==> config.mk <==
export PLATFORM = sky130hd
export DESIGN_NAME = bit_reorder_stream
export DESIGN_NICKNAME = d
export VERILOG_FILES = /design/src/rtl/bit_reorder_stream.sv
export SDC_FILE = /design/constraint.sdc
export NUM_CORES = 1
export LEC_CHECK = 0
export CAP_MARGIN = 10
export CORE_UTILIZATION = 55
export CTS_CLUSTER_DIAMETER = 120
export DETAILED_ROUTE_END_ITERATION = 10
export GPL_TIMING_DRIVEN = 1
export HOLD_SLACK_MARGIN = 0.15
export PLACE_DENSITY_LB_ADDON = 0.15
export SYNTH_ARGS = -nofsm -noshare
export SYNTH_HDL_FRONTEND = slang
export SYNTH_SLANG_ARGS = --single-unit
==> constraint.sdc <==
create_clock -name clk -period 5 [get_ports clk]
set_input_delay 0.75 -clock clk [delete_from_list [all_inputs] [get_ports clk]]
set_output_delay 0.75 -clock clk [all_outputs]
set_load 0.05 [all_outputs]
==> src/rtl/bit_reorder_stream.sv <==
// Ping-pong reorder buffer: frames arrive in bit-reversed sample order
// (e.g. from a radix-2 FFT) and leave in natural index order.
module bit_reorder_stream #(
   parameter string ARCHITECTURE = "BEHAVIORAL",
   parameter int    DATA_WIDTH   = 32,
   parameter int    FRAME_LOG2   = 4
) (
   input  logic                  clk,
   input  logic                  rst_n,
   input  logic [DATA_WIDTH-1:0] in_data,
   input  logic                  in_valid,
   output logic                  in_ready,
   output logic [DATA_WIDTH-1:0] out_data,
   output logic                  out_valid,
   input  logic                  out_ready,
   output logic                  out_last
);

   localparam int N = 1 << FRAME_LOG2;
   localparam logic [FRAME_LOG2-1:0] LAST_IDX = FRAME_LOG2'(N - 1);

   generate
      if (ARCHITECTURE == "BEHAVIORAL") begin : g_behavioral
         logic [DATA_WIDTH-1:0] mem [2][N];
         logic [1:0]            full;
         logic                  wb;
         logic                  rb;
         logic [FRAME_LOG2-1:0] wr_cnt;
         logic [FRAME_LOG2-1:0] rd_cnt;
         logic [FRAME_LOG2-1:0] wr_addr;
         logic [DATA_WIDTH-1:0] data_q;
         logic                  valid_q;
         logic                  last_q;
         logic                  wr_fire;
         logic                  load;

         // Writing sample k to slot bitrev(k) is what restores natural order on readout.
         always_comb begin
            wr_addr = '0;
            for (int i = 0; i < FRAME_LOG2; i++) begin
               wr_addr[i] = wr_cnt[FRAME_LOG2-1-i];
            end
         end

         assign in_ready = rst_n && !full[wb];
         assign wr_fire  = in_valid && in_ready;
         assign load     = full[rb] && (!valid_q || out_ready);

         always_ff @(posedge clk) begin
            if (wr_fire) begin
               mem[wb][wr_addr] <= in_data;
            end
         end

         // Write and read sides never own the same bank, so both flag updates can land together.
         always_ff @(posedge clk) begin
            if (!rst_n) begin
               wb      <= 1'b0;
               rb      <= 1'b0;
               wr_cnt  <= '0;
               rd_cnt  <= '0;
               full    <= 2'b00;
               data_q  <= '0;
               valid_q <= 1'b0;
               last_q  <= 1'b0;
            end else begin
               if (wr_fire) begin
                  wr_cnt <= wr_cnt + 1'b1;
                  if (wr_cnt == LAST_IDX) begin
                     full[wb] <= 1'b1;
                     wb       <= ~wb;
                  end
               end
               if (load) begin
                  data_q  <= mem[rb][rd_cnt];
                  last_q  <= (rd_cnt == LAST_IDX);
                  valid_q <= 1'b1;
                  rd_cnt  <= rd_cnt + 1'b1;
                  if (rd_cnt == LAST_IDX) begin
                     full[rb] <= 1'b0;
                     rb       <= ~rb;
                  end
               end else if (valid_q && out_ready) begin
                  valid_q <= 1'b0;
                  last_q  <= 1'b0;
               end
            end
         end

         assign out_data  = data_q;
         assign out_valid = valid_q;
         assign out_last  = last_q;
      end else begin : g_reserved
         // Vendor-specific variants are reserved; they present an idle block.
         assign in_ready  = 1'b0;
         assign out_data  = '0;
         assign out_valid = 1'b0;
         assign out_last  = 1'b0;
      end
   endgenerate

endmodule

Word-level counts from Yosys, hierarchy flattened
Memory sizes are Yosys's and may differ from the RTL's. A register that Yosys moved wholly into a read port is not among the register bits.
Cells that the tools add are included.

word-level totals
  word-level logic and storage cells = 65
  input port bits = 36
  memories kept = 1
  memory bits (writable) = 1024
  flip-flop bits (word level) = 46
  output and inout port bits = 35
  bits in read-only memories = 0
  latch bits = 0

memory list
  name              depth  width  rd ports  clocked after memory_dff  wr ports  RTL line  source
  g_behavioral.mem  2      512    1         1                         1         24        logic [DATA_WIDTH-1:0] mem [2][N];

cells by class
  $lt $le $gt $ge = 7
  mux-type cells = 25
  shift-type cells = 0
  div/mod/pow operators = 0
  bitwise operators = 7
  $mul = 0
  $add $sub $neg = 2
  reductions and logical operators = 13
  equal/unequal tests = 2

operator list
  kind                                                                  count
  512-bit two-way mux                                                   1
  32-bit binary-select mux with 4-bit select                            1
  32-bit demux with 4-bit select                                        1
  32-bit two-way mux                                                    3
  1-bit two-way mux                                                     12
  5-bit >= comparator, second input constant                            2
  2-bit two-way mux                                                     5
  4-bit inverter with 5-bit output                                      2
  4-bit by 1-bit adder with 4-bit output, second input constant         2
  4-bit == test, second input constant                                  2
  1-bit logical AND                                                     7
  5-bit by 1-bit < comparator with 1-bit output, second input constant  1
  1-bit by 2-bit < comparator with 1-bit output, second input constant  2
  2-bit AND reduction                                                   2
  2-bit AND                                                             1
  1-bit demux with 1-bit select                                         2
  1-bit >= comparator, second input constant                            2
  1-bit logical NOT                                                     2
  1-bit inverter                                                        2
  2-bit inverter                                                        1
  2-bit bitwise OR                                                      1
  2-bit nonzero test                                                    1
  1-bit logical OR                                                      1

Depth between registers and ports, before layout
  word-level depth = 11
  mapped depth = 9
  depth with buffers taken out = 5

Worst setup path before layout
No wires, ideal clock.

  kind = input port to flip-flop
  start point = in in_valid
  end point = reg g_behavioral.full[0]
  setup time = 0.064 ns
  data arrival time = 3.083 ns
  data required time = 4.936 ns
  path slack = 1.853 ns
  stages = 5
  buffers on the path = 1
  cell sequence = and3_1 buf_2 nand2_1 nor2_1 o221a_2

on the way
  word-level cells in the longest chain between the ends = 6

RTL lines
  what                           RTL line  source
  start, declared                11        input logic in_valid,
  1-bit logical AND *            46        assign wr_fire = in_valid && in_ready;
  2-bit two-way mux *            67        if (wr_fire) begin
  2-bit two-way mux *            57        if (!rst_n) begin
  2-bit AND (no source line)     --
  2-bit two-way mux              79        if (rd_cnt == LAST_IDX) begin
  2-bit two-way mux *            74        if (load) begin
  end signal, assigned           62        full <= 2'b00;
  end signal, assigned by index  70        full[wb] <= 1'b1;
  end signal, assigned by index  80        full[rb] <= 1'b0;
  end, declared                  25        logic [1:0] full;

Mark *: on every way between the ends. The rest lies on a longest branch, timed or not. The select of a mux whose other input is x is not followed.
A chain may end at the register's enable or synchronous reset.

Worst setup path after layout
  start point = in rst_n
  end point = out in_ready

on the way
  word-level cells in the longest chain between the ends = 1

RTL lines
  what               RTL line  source
  start, declared    9         input logic rst_n,
  1-bit logical AND  45        assign in_ready = rst_n && !full[wb];
  end, declared      12        output logic in_ready,

Every way passes these cells.

==> metrics.md <==
| Metric | Value |
|---|---|
| Worst-margin pin slew | `approximately 1.2 ns` |
| Final hold violations | `0` |
| CP Class | `in2out` |
| Drt first pass iters | `9` |
| Crit path max-delay family | `buffers and inverters` |
| RSZ-0062 raised after global routing | `no` |
| # DRC | `4` |
| Post-synth top flop | `edfxtp_1` |
| Clock network fraction of design power | `0.434` |
| Clk slew on worst S/H paths | `around 0.06 ns` |
| Synthesis-stage register bit count | `around 1.1k` |
| Slew Limit Fails | `0` |
| Area leader, netlist | `edfxtp_1` |
| Iteration-0 DRC Markers | `2281` |
| Number of enable flip-flop cells after synthesis | `roughly 1k` |
| VDD IR-drop max | `277 uV` |
| Mean Syn Cell Area | `roughly 21 sq um` |
| Final setup TNS | `0 ns` |
| Routed vias/inst | `approximately 6.4` |
| Clk root buf | `clkbuf_16` |
| Commonest cells in the netlist | `edfxtp_1 (1024), mux4_2 (193), mux2i_1 (172)` |
| Synth area leaders | `edfxtp_1 (75%), mux4_2 (11%), mux2i_1 (4.2%), dfxtp_1 (2.3%), a22oi_1 (1.3%)` |
| Number of global-route vias before repair | `20.1k` |
| PostCTS Resize Cnt | `0` |
| Global Route Usage Sum | `0.276` |
| Top cell by count, worst path | `clkdlybuf4s50_1` |
| Routability congestion estimate | `around 0.84` |
| Pwr dens | `~390 nW/um^2` |
| Crit path required time | `between 4 and 5 ns` |
| Worst path slowest cell | `clkdlybuf4s50_1` |
| Final #Nets | `about 2.1k` |
| ANT nets after route | `0` |
| F_max | `275 MHz` |
| Fin util | `0.632` |
| Failing checks | `DRC` |
| Post-Syn Nets | `about 2.0k` |
| Total net switching power | `3550 uW` |
| Postcts setup bufs | `0` |
| Vias | `about 20k` |
| Final WL | `102000 microns` |
| Crit path cell chain | `clkdlybuf4s50_1, buf_4, and2_1, clkdlybuf4s50_1` |
| Core Area | `about 73000 sq um` |
| Filler instances | `4939` |
| Setup crit end kind | `output port` |
| Die height | `about 270 microns` |
| FF+latch area | `31700 sq um` |
| Area grow syn2layout | `13.4%` |
| Switching share of total power | `0.198` |
| # rows | `99` |
| Cells after DPL | `about 2.9k` |
| Max Cap Viol | `0` |
| Worst clock skew | `approximately 0.031 ns` |
| Hpwl dp | `between 60000 and 70000 microns` |
| Period utilisation layout | `0.728` |
| Worst hold path type | `reg2reg` |
| Status | `complete, but fails checks` |
| Area of the multi-input gates | `~8700 sq um` |
| Crit start category | `input pin` |
| Share of cells above drive strength 1 | `0.215` |
| Crit path DAT | `2.89 ns` |
| Post-layout minimum cycle time | `approximately 3.6 ns` |
| Buf/Inv on CP | `3` |
| Synth top area share | `0.754` |
| Final Hold Slack | `between 0.5 and 0.6 ns` |
| Most numerous cell in the Yosys netlist | `edfxtp_1` |
| Pwr Total | `~18000 uW` |
| Boundary Pins | `71` |
| Sequential element share of the synthesized area | `0.777` |
| Synth warnings | `0` |
| Remaining global-route overflow | `0` |
| Int Pwr | `roughly 14000 uW` |
| First-pass GRT wire length | `roughly 140000 microns` |
| Final Non-Filler Cells | `3138` |
| Routed len/inst | `~32 microns` |
| CTS tree | `done` |
| Initial antenna violation count | `1` |
| # H-tree levels | `3` |
| Clk buf depth | `3` |
| Comb power frac | `0.016` |
| Largest net degree at the start of global routing | `101` |
| Part of the power in registers | `0.550` |
| Synth cell types | `43` |
| CTS buffer count | `~110` |
| Syn Inst Count | `1959` |
| Die ar. | `approximately 75000 sq um` |
| Hold buffers post-CTS | `0` |
| IO buf count | `70` |
| Worst slew margin | `0.212` |
| Setup-failing EPs final | `0` |
| Antenna diode count | `0` |
| Mapped cell area | `between 40000 and 50000 sq um` |
| Total clock sinks | `between 1k and 1.5k` |
| Crit-path max FO | `20` |
| Die Width | `roughly 270 microns` |
| Max incr delay on CP | `roughly 0.87 ns` |
| Leakage | `0.0138 uW` |
| Initial Util | `0.557` |
| Share of flip-flops with an asynchronous set or reset | `0` |
| Clk_lat worst skew | `0.68 ns` |
[worst paths after layout]
check | start | to | slack (ns) | cells after the start
setup / recovery | rst_n | in_ready | 1.36 | 4
hold / removal | out_data[3] | out_data[3] | 0.51 | 1
hold reg to reg | out_data[3] | out_data[3] | 0.51 | 1
setup reg to reg | g_behavioral.wb | g_behavioral.mem[1][86] | 1.54 | 5
[through the flow]
stage | area (sq um) | setup WS (ns)
finish | 46300 | 1.36
global placement | 42900 | 1.16
global route | 46300 | 1.30
CTS | 46300 | 1.44
floorplan | 40800 | 1.85
detailed placement | 42900 | 1.12
[layout by cell type (no fill, tap or decap), types with 3 or more instances in the layout]
master	netlist	final
bufinv_16	0	9
clkdlybuf4s50_1	0	54
and2_1	11	12
ha_1	5	5
nor2_1	83	50
clkinv_2	0	21
clkbuf_1	51	24
clkbuf_8	0	5
dfxtp_4	0	3
nor3_1	30	30
inv_1	5	5
buf_12	0	9
edfxtp_1	1024	1024
nor2_4	0	33
clkbuf_16	0	107
buf_2	22	16
buf_4	18	56
mux2i_1	172	172
dfxtp_1	47	44
a22o_1	9	9
a21oi_1	34	34
xnor2_1	6	6
a32o_1	22	22
clkinvlp_4	0	3
a22oi_1	72	72
nor2b_1	14	11
mux4_2	193	193
o21ai_0	25	25
o22ai_1	22	22
a211oi_1	8	8
clkinv_1	0	24
nand2_1	38	38
nor2b_4	0	3
[power by group through the flow]
stage	Clock (uW)	Sequential, uW	Combinational (uW)
floorplan	0	10000	54.1
global placement	0	10000	279
CTS	7850	9850	291
global route	8180	9850	303
finish	7780	9850	291
detailed placement	0	10000	290
[state kept, by name (all words and copies together) (netlist names), named ones only]
register	cells
g_behavioral.rd_cnt	4
g_behavioral.full	2
out_valid	1
g_behavioral.wb	1
out_last	1
g_behavioral.rb	1
g_behavioral.mem	1024
g_behavioral.wr_cnt	4
out_data	32
[cells by family (layout without fill, tap and decap cells)]
family	count (synthesis)	in the layout	synth area share
and+or+nand+nor	192	192	0.0212
buffers and inverters	118	338	0.0156
xor gates and xnor gates	7	7	0.00150
AOI/OAI and AO/OA	201	201	0.0345
muxes	365	365	0.149
adders and majority gates	5	5	0.00153
DFF	1071	1071	0.777
[per-layer routing]
| metal | track usage | part of all wire |
|---|---|---|
| met3 | 0.0490 | 0.076 |
| met5 | 0 | 0 |
| met2 | 0.436 | 0.48 |
| met4 | 0.108 | 0.038 |
| met1 | 0.388 | 0.40 |
[area by class of cell]
type,count,share of cell area
flip-flops and latches,1071,0.685
multi-input cells,770,0.189
clock buffers,136,0.0613
repair buffers,135,0.0264
well taps,959,0.0259
clock inverters,62,0.0121
inverters,5,0.000406
No activity file was read; power rests on OpenSTA's default activity.
